### config.mk
export PLATFORM = sky130hd
export DESIGN_NAME = bin2bcd_display_feeder
export DESIGN_NICKNAME = d
export VERILOG_FILES = /design/src/rtl/bin2bcd_display_feeder.sv
export SDC_FILE = /design/constraint.sdc
export NUM_CORES = 1
export LEC_CHECK = 0
export CAP_MARGIN = 5
export CORE_ASPECT_RATIO = 0.5
export CORE_MARGIN = 5
export CORE_UTILIZATION = 38
export DETAILED_ROUTE_END_ITERATION = 16
export GPL_TIMING_DRIVEN = 1
export PLACE_DENSITY_LB_ADDON = 0.2
export SYNTH_ARGS = -nofsm -noshare
export SYNTH_HDL_FRONTEND = slang
export SYNTH_SLANG_ARGS = --single-unit
export TNS_END_PERCENT = 5
### constraint.sdc
create_clock -name clock -period 6.3 [get_ports clock]
set_clock_uncertainty 0.1 [all_clocks]
set_input_delay 1.26 -clock clock [delete_from_list [all_inputs] [get_ports clock]]
set_output_delay 1.26 -clock clock [all_outputs]
set_load 0.02 [all_outputs]
### src/rtl/bin2bcd_display_feeder.sv
// Binary-to-BCD converter that feeds an 8-digit seven-segment display.
// The converter is a serial double-dabble engine: one shift per clock.
// After the last shift it registers the packed BCD value, the per-digit
// enables (leading-zero blanking) and the decimal point mask.
// Operands above 99_999_999 saturate the display to all nines.
module bin2bcd_display_feeder #(
    parameter int BIN_WIDTH = 27
) (
    input  logic                 clock,
    input  logic                 reset,
    input  logic                 start,
    input  logic [BIN_WIDTH-1:0] bin_in,
    input  logic                 blank_en,
    input  logic                 point_en,
    input  logic [2:0]           point_pos,
    output logic                 busy,
    output logic                 done,
    output logic                 overflow,
    output logic [31:0]          value,
    output logic [7:0]           enable,
    output logic [7:0]           point
);

    localparam int CNT_W = (BIN_WIDTH > 1) ? $clog2(BIN_WIDTH) : 1;
    localparam logic [CNT_W-1:0] LAST_STEP = CNT_W'(BIN_WIDTH - 1);
    localparam logic [31:0] MAX_DISPLAY = 32'd99_999_999;
    localparam logic [31:0] ALL_NINES   = 32'h9999_9999;

    typedef enum logic [1:0] {
        IDLE,
        CONVERT,
        DONE
    } state_t;

    state_t               state;
    logic [CNT_W-1:0]     count;

    // Operand and display options latched at start; no reset needed
    // because they are only consumed while a conversion is running.
    logic [BIN_WIDTH-1:0] operand;
    logic [31:0]          acc;
    logic                 blank_lat;
    logic                 point_en_lat;
    logic [2:0]           point_pos_lat;
    logic                 ovf_lat;

    logic [31:0]          acc_adj;
    logic [31:0]          acc_next;
    logic [31:0]          final_value;
    logic [7:0]           final_enable;
    logic [7:0]           final_point;

    // Add 3 to every BCD nibble that is 5 or more (the "dabble" step).
    function automatic logic [31:0] add3_all(input logic [31:0] bcd);
        logic [31:0] res;
        res = bcd;
        for (int i = 0; i < 8; i++) begin
            if (bcd[4*i +: 4] >= 4'd5) begin
                res[4*i +: 4] = bcd[4*i +: 4] + 4'd3;
            end
        end
        return res;
    endfunction

    // Clamp the displayed value to all nines when the operand is too large.
    function automatic logic [31:0] saturate(input logic [31:0] bcd,
                                             input logic        ovf);
        return ovf ? ALL_NINES : bcd;
    endfunction

    // Digit i is lit unless blanking is on and it is a leading zero that
    // lies above the decimal point.
    function automatic logic [7:0] digit_enable(input logic [31:0] bcd,
                                                input logic        blank,
                                                input logic        pt_en,
                                                input logic [2:0]  pt_pos);
        logic [7:0] en;
        for (int i = 0; i < 8; i++) begin
            en[i] = !blank || (i == 0) || ((bcd >> (4 * i)) != 32'd0) ||
                    (pt_en && (i <= int'(pt_pos)));
        end
        return en;
    endfunction

    // One-hot decimal point mask, or none when the point is disabled.
    function automatic logic [7:0] point_mask(input logic       pt_en,
                                              input logic [2:0] pt_pos);
        return pt_en ? (8'h01 << pt_pos) : 8'h00;
    endfunction

    // Next accumulator: dabble, then shift in the operand MSB; the bit
    // shifted out of the top is only non-zero on overflow, which is
    // flagged separately.
    always_comb begin
        acc_adj      = add3_all(acc);
        acc_next     = 32'({acc_adj, operand[BIN_WIDTH-1]});
        final_value  = saturate(acc_next, ovf_lat);
        final_enable = digit_enable(final_value, blank_lat, point_en_lat, point_pos_lat);
        final_point  = point_mask(point_en_lat, point_pos_lat);
    end

    // Datapath: capture operands on an accepted start, shift while converting.
    always_ff @(posedge clock) begin
        if (state == IDLE && start) begin
            operand       <= bin_in;
            acc           <= '0;
            blank_lat     <= blank_en;
            point_en_lat  <= point_en;
            point_pos_lat <= point_pos;
            ovf_lat       <= (32'(bin_in) > MAX_DISPLAY);
        end else if (state == CONVERT) begin
            acc     <= acc_next;
            operand <= operand << 1;
        end
    end

    // Control FSM with registered status and display outputs.
    always_ff @(posedge clock or posedge reset) begin
        if (reset) begin
            state    <= IDLE;
            count    <= '0;
            busy     <= 1'b0;
            done     <= 1'b0;
            overflow <= 1'b0;
            value    <= 32'h0;
            enable   <= 8'h01;
            point    <= 8'h00;
        end else begin
            case (state)
                IDLE: begin
                    done <= 1'b0;
                    if (start) begin
                        state <= CONVERT;
                        count <= '0;
                        busy  <= 1'b1;
                    end
                end
                CONVERT: begin
                    count <= count + 1'b1;
                    if (count == LAST_STEP) begin
                        state    <= DONE;
                        done     <= 1'b1;
                        overflow <= ovf_lat;
                        value    <= final_value;
                        enable   <= final_enable;
                        point    <= final_point;
                    end
                end
                DONE: begin
                    state <= IDLE;
                    done  <= 1'b0;
                    busy  <= 1'b0;
                end
                default: begin
                    state <= IDLE;
                    done  <= 1'b0;
                    busy  <= 1'b0;
                end
            endcase
        end
    end

endmodule
== Word-level counts from Yosys, hierarchy flattened ==
Index checks and enable logic that the tools add are counted.

* Word-level logic and storage cells: 103
* Output and inout bits: 51
* Register bits: 122

* Order comparisons: 16
* Eq/ne operators: 4
* Reductions and logical operators: 37
* Mux-type cells: 21
* Add/sub/neg operators: 9
* Bitwise gates (word level): 1
* Shift-type cells: 1

{| class="wikitable"
|+ Operators by type and width
! kind !! count
|-
| nonzero test 32 bit || 7
|-
| two-way mux 27 bit || 2
|-
| greater-or-equal comparator 4 x 3 -> 1 bit, second input constant || 8
|-
| two-way mux 32 bit || 1
|-
| adder 4 x 2 -> 4 bit, second input constant || 7
|-
| two-way mux 4 bit || 7
|-
| greater-than comparator 27 bit, second input constant || 1
|-
| logical OR 1 bit || 14
|-
| less-or-equal comparator 3 bit, first input constant || 4
|-
| case mux 5 bit (2 select lines) || 1
|-
| logical AND 1 bit || 8
|-
| two-way mux 8 bit || 1
|-
| AND reduction 2 bit || 4
|-
| left shift 1 x 3 -> 8 bit, first input constant || 1
|-
| less-or-equal comparator 2 x 3 -> 1 bit, first input constant || 2
|-
| adder 5 x 1 -> 5 bit, second input constant || 1
|-
| equality test 5 bit, second input constant || 1
|-
| two-way mux 5 bit || 1
|-
| two-way mux 2 bit || 2
|-
| case mux 2 bit (2 select lines) || 1
|-
| nonzero test 2 bit || 2
|-
| adder 3 x 2 -> 3 bit, second input constant || 1
|-
| less-or-equal comparator 1 x 3 -> 1 bit, first input constant || 1
|-
| two-way mux 1 bit || 3
|-
| other kinds (8) || 8
|}

== Depth between registers and ports, before layout ==
* Depth after elaboration: 6
* Depth in mapped cells: 8

== Worst setup path after synthesis ==
OpenSTA, ideal clock, no wires.

* Path kind: input-to-reg
* Start: input start
* End: register operand[0], enable pin
* Arrival: 2.332 ns
* Stages: 5
* Buffers on the path: 1
* Path slack: 3.486 ns
* Library setup time: 0.382 ns
* Cell sequence: nand3b_1 -> inv_1 -> nor2_1 -> clkbuf_1 -> inv_1

* Cells in the longest elaborated chain, start to end: 2

{| class="wikitable"
|+ Ends and longest elaborated chain
! item !! RTL line !! text
|-
| start, declared || 11 || <nowiki>input logic start,</nowiki>
|-
| logical AND 1 bit || 104 || <nowiki>if (state == IDLE && start) begin</nowiki>
|-
| nonzero test 2 bit (no line) || -- ||
|-
| end signal, assigned || 105 || <nowiki>operand <= bin_in;</nowiki>
|-
| end signal, assigned || 113 || <nowiki>operand <= operand << 1;</nowiki>
|-
| end, declared || 40 || <nowiki>logic [BIN_WIDTH-1:0] operand;</nowiki>
|}

No other way between the ends.
A chain may end at the register's enable or synchronous reset.

== Worst setup path in the final report ==
* Start: input start
* End: register operand[12], enable pin

Same word-level chain as after synthesis.

==> summary.md <==
* **Num Clock Sinks** 122
* **setup repair bufs after CTS** 0
* **Vias/cell** 5.008
* **detailed-route DRC error count** 0
* **total number of nets in the final design** 743
* **Max FO, Critical Path** 53
* **leakage power of the design** 3.003 nW
* **post-route setup TNS** 0 ns
* **total via count in the routed design** 4,512
* **count of cell types in the netlist** 47
* **combined area of the multi-input logic cells** 2394 um^2
* **cell count after synthesis** 611
* **hold path cells** 2
* **total length of routed wires** 13,440 um
* **register-to-register setup slack** 3.12 ns
* **critical path type** input port to register
* **DP Wirelength** 9023 um
* **Hold Path Sink** value[29]$_DFFE_PP0P_
* **arrival time of the worst setup path** 3.68 ns
* **final standard cell count with taps included and fillers excluded** 901
* **CTS Buf Count** 17
* **global-route wire length before repair** 22,760 um
* **length of the first detailed-routing pass in iterations** 5
* **I/O pin count** 86
* **clock network latency to the later pin of the worst-skew pair** 0.41 ns
* **Maximum Capacitance Violations** 0
* **maximum number of pins on one net before global-route repair** 70
* **floorplan die area** 17,600 um^2
* **worst flop-to-flop path startpoint** count[0]$_DFFE_PP0P_
* **overflow left after global routing** 0
* **number of global-route vias before repair** 4,567
* **portion of the clock cycle consumed by the worst path in the final layout** 60.28%
* **Post-Synthesis Mean Instance Area** 9.270 um^2
* **cells resized by post-CTS repair** 0
* **Worst Slack Setup Final** 2.502 ns
* **flip-flop and latch count after synthesis** 122
* **unrepaired setup endpoints after global routing** false
* **type of the most critical hold path** register to register
* **Post-Place Cells** 869
* **layout cells sized above 1** 7.112%
* **Design Power** 3.569 mW
* **count of endpoints failing setup in the final report** 0
* **row count** 31
* **R2R cell count** 8
* **Post-synth EDFFs** 33
* **peak clock frequency supported by timing** 0.2633 GHz
* **crit start category** input port
* **CTS tree** built
* **initial antenna violation count** 0
* **antenna diode count** 0
* **storage element area** 3058 um^2
* **Worst EP required** 6.18 ns
* **Root Buffer** sky130_fd_sc_hd__clkbuf_16
* **Final Slew Violations** 0
* **power density over cell area** 489.8 nW/um^2
* **clock slew seen by the registers of the worst setup and hold paths** 0.06 ns
* **number of buffers on the longest clock path** 2
* **pre-CTS setup slack** 2.029 ns
* **fraction of the yosys area taken by sequential cells** 53.99%
* **layout overhead on the synthesized area** 28.65%
* **final hold slack** 0.3751 ns
* **transition time at the pin with the least slew margin** 0.9944 ns
* **beginning of the worst hold path** value[29]$_DFFE_PP0P_
* **net count of the mapped netlist** 664
* **drt first-iter violations** 291
* **Chip Height** 96.33 um
* **number of I/O port buffers** 84
* **count of hold buffers inserted by post-cts repair** 0
* **average routed wire per standard cell** 14.92 um
* **relative slew slack** 33.63%
* **predominant post-synthesis flop cell** sky130_fd_sc_hd__dfrtp_1
* **number of filler cells placed in the layout** 1,387
* **initial cell density of the core** 38.94%
* **share of synthesized flip-flops with an asynchronous set or reset** 46.72%
* **CP endpoint kind** register
* **core outline area** 14,550 um^2
* **critical register-to-register path endpoint** value[22]$_DFFE_PP0P_
* **final hold violations** 0
* **cell area after synthesis** 5664 um^2
* **worst supply voltage drop on vdd** 0.1895 mV
* **final weighted congestion in routability-driven placement** 0.7827
* **Die W** 182.7 um
* **antenna-violating nets left** 0
* **run status** finished, final reports clean
* **critical path startpoint** start
* **maximum level of the CTS H-tree** 4
* **Yosys warnings** 0
* **final critical path time including I/O delays and setup** 3.798 ns
* **GR Util All Layers** 16.24%
Yosys cell counts (2+ instances only):
cell	n	area, um^2
sky130_fd_sc_hd__nor2_1	27	101.4
sky130_fd_sc_hd__buf_2	4	20.02
sky130_fd_sc_hd__o21ai_1	4	20.02
sky130_fd_sc_hd__nor3b_1	17	127.6
sky130_fd_sc_hd__o41ai_1	2	17.52
sky130_fd_sc_hd__o21ai_0	80	400.4
sky130_fd_sc_hd__edfxtp_1	33	991.0
sky130_fd_sc_hd__and4b_1	2	20.02
sky130_fd_sc_hd__nor2b_1	2	12.51
sky130_fd_sc_hd__o31ai_1	8	60.06
sky130_fd_sc_hd__nand4_1	7	43.79
sky130_fd_sc_hd__inv_1	24	90.09
sky130_fd_sc_hd__nand3_1	27	135.1
sky130_fd_sc_hd__nor3_1	17	85.08
sky130_fd_sc_hd__clkbuf_1	22	82.58
sky130_fd_sc_hd__mux2i_1	4	40.04
sky130_fd_sc_hd__ha_1	18	225.2
sky130_fd_sc_hd__and3_1	2	12.51
sky130_fd_sc_hd__mux2_2	6	67.56
sky130_fd_sc_hd__dfrtp_1	57	1426
sky130_fd_sc_hd__dfxtp_1	32	640.6
sky130_fd_sc_hd__nand2b_1	14	87.58
sky130_fd_sc_hd__nand2_1	143	536.8
sky130_fd_sc_hd__xnor2_1	8	70.07
sky130_fd_sc_hd__a21oi_1	26	130.1
sky130_fd_sc_hd__a31oi_1	4	25.02
final cells by class:
cell class	instances	share of cell area, %
clock buffer	19	6.078
tap	198	3.400
timing repair buffer	89	12.05
inverter	24	1.236
sequential	122	41.96
clock inverter	13	2.421
multi-input combinational	436	32.85
critical path: stages:
cell                              delay, ns
sky130_fd_sc_hd__clkdlybuf4s50_1       0.42
sky130_fd_sc_hd__nand3b_1              0.09
sky130_fd_sc_hd__buf_4                 0.47
sky130_fd_sc_hd__inv_1                 0.13
sky130_fd_sc_hd__nor2_1                0.60
sky130_fd_sc_hd__inv_1                 0.68
through the flow:
stage               utilization, %  cell area [um^2]
detailed placement           45.84              6668
global route                 50.10              7287
finish                       50.10              7287
floorplan                        -              5664
global placement             45.84              6668
CTS                          50.10              7287
cells in the final DEF (no fill, tap or decap), types with 4 or more instances in the layout:
| master | n |
|---|---|
| sky130_fd_sc_hd__bufinv_16 | 4 |
| sky130_fd_sc_hd__dfxtp_1 | 32 |
| sky130_fd_sc_hd__mux2_2 | 6 |
| sky130_fd_sc_hd__buf_4 | 5 |
| sky130_fd_sc_hd__ha_1 | 18 |
| sky130_fd_sc_hd__nor3_1 | 17 |
| sky130_fd_sc_hd__nand3_1 | 27 |
| sky130_fd_sc_hd__inv_1 | 23 |
| sky130_fd_sc_hd__a21oi_1 | 26 |
| sky130_fd_sc_hd__o31ai_1 | 8 |
| sky130_fd_sc_hd__nand2b_1 | 13 |
| sky130_fd_sc_hd__a31oi_1 | 4 |
| sky130_fd_sc_hd__o21ai_1 | 4 |
| sky130_fd_sc_hd__dfrtp_1 | 57 |
| sky130_fd_sc_hd__edfxtp_1 | 33 |
| sky130_fd_sc_hd__nor2_1 | 27 |
| sky130_fd_sc_hd__nor3b_1 | 17 |
| sky130_fd_sc_hd__nand2_1 | 143 |
| sky130_fd_sc_hd__clkdlybuf4s50_1 | 84 |
| sky130_fd_sc_hd__clkinv_2 | 4 |
| sky130_fd_sc_hd__nand4_1 | 7 |
| sky130_fd_sc_hd__clkbuf_16 | 17 |
| sky130_fd_sc_hd__xnor2_1 | 8 |
| sky130_fd_sc_hd__o21ai_0 | 80 |
| sky130_fd_sc_hd__mux2i_1 | 4 |
sequential cells by signal, summed over array words and instances (netlist names), 2 cells and up:
register       cells
enable             7
value             32
state              2
count              5
point              8
point_pos_lat      3
acc               32
operand           27
report_power, final:
group / switching (mW) / internal [mW] / leakage (nW)
clock network: 0.357 / 0.669 / 0.300
logic: 0.704 / 0.504 / 1.42
registers: 0.202 / 1.13 / 1.28
total: 1.26 / 2.31 / 3.00
routing by layer:
metal,wire length [um],global-route usage [%]
met5,0,0
met3,651,4.492
met4,123,5.868
met2,6079,25.37
met1,6590,21.82
cells by family (layout without fill, tap and decap cells):
family | Yosys count | count (layout) | share of synthesized area (%)
flops | 122 | 122 | 53.99
xor+xnor | 8 | 8 | 1.237
compound gates | 135 | 135 | 13.39
simple gates | 264 | 264 | 21.65
fa+ha+maj | 18 | 18 | 3.976
mux | 10 | 10 | 1.900
other cells | 1 | 1 | 0.06621
buf+inv | 53 | 145 | 3.799
worst max-delay path by stage:
stage                                          end  cells after the start
after CTS                    operand[12]$_DFFE_PP_                      6
after floorplan           operand[0]$_SDFFCE_PN0P_                      5
after detailed placement     operand[14]$_DFFE_PP_                      6
after global routing          operand[5]$_DFFE_PP_                      6
final                        operand[12]$_DFFE_PP_                      6
after global placement       operand[14]$_DFFE_PP_                      6
(Power assumes the default switching activity.)
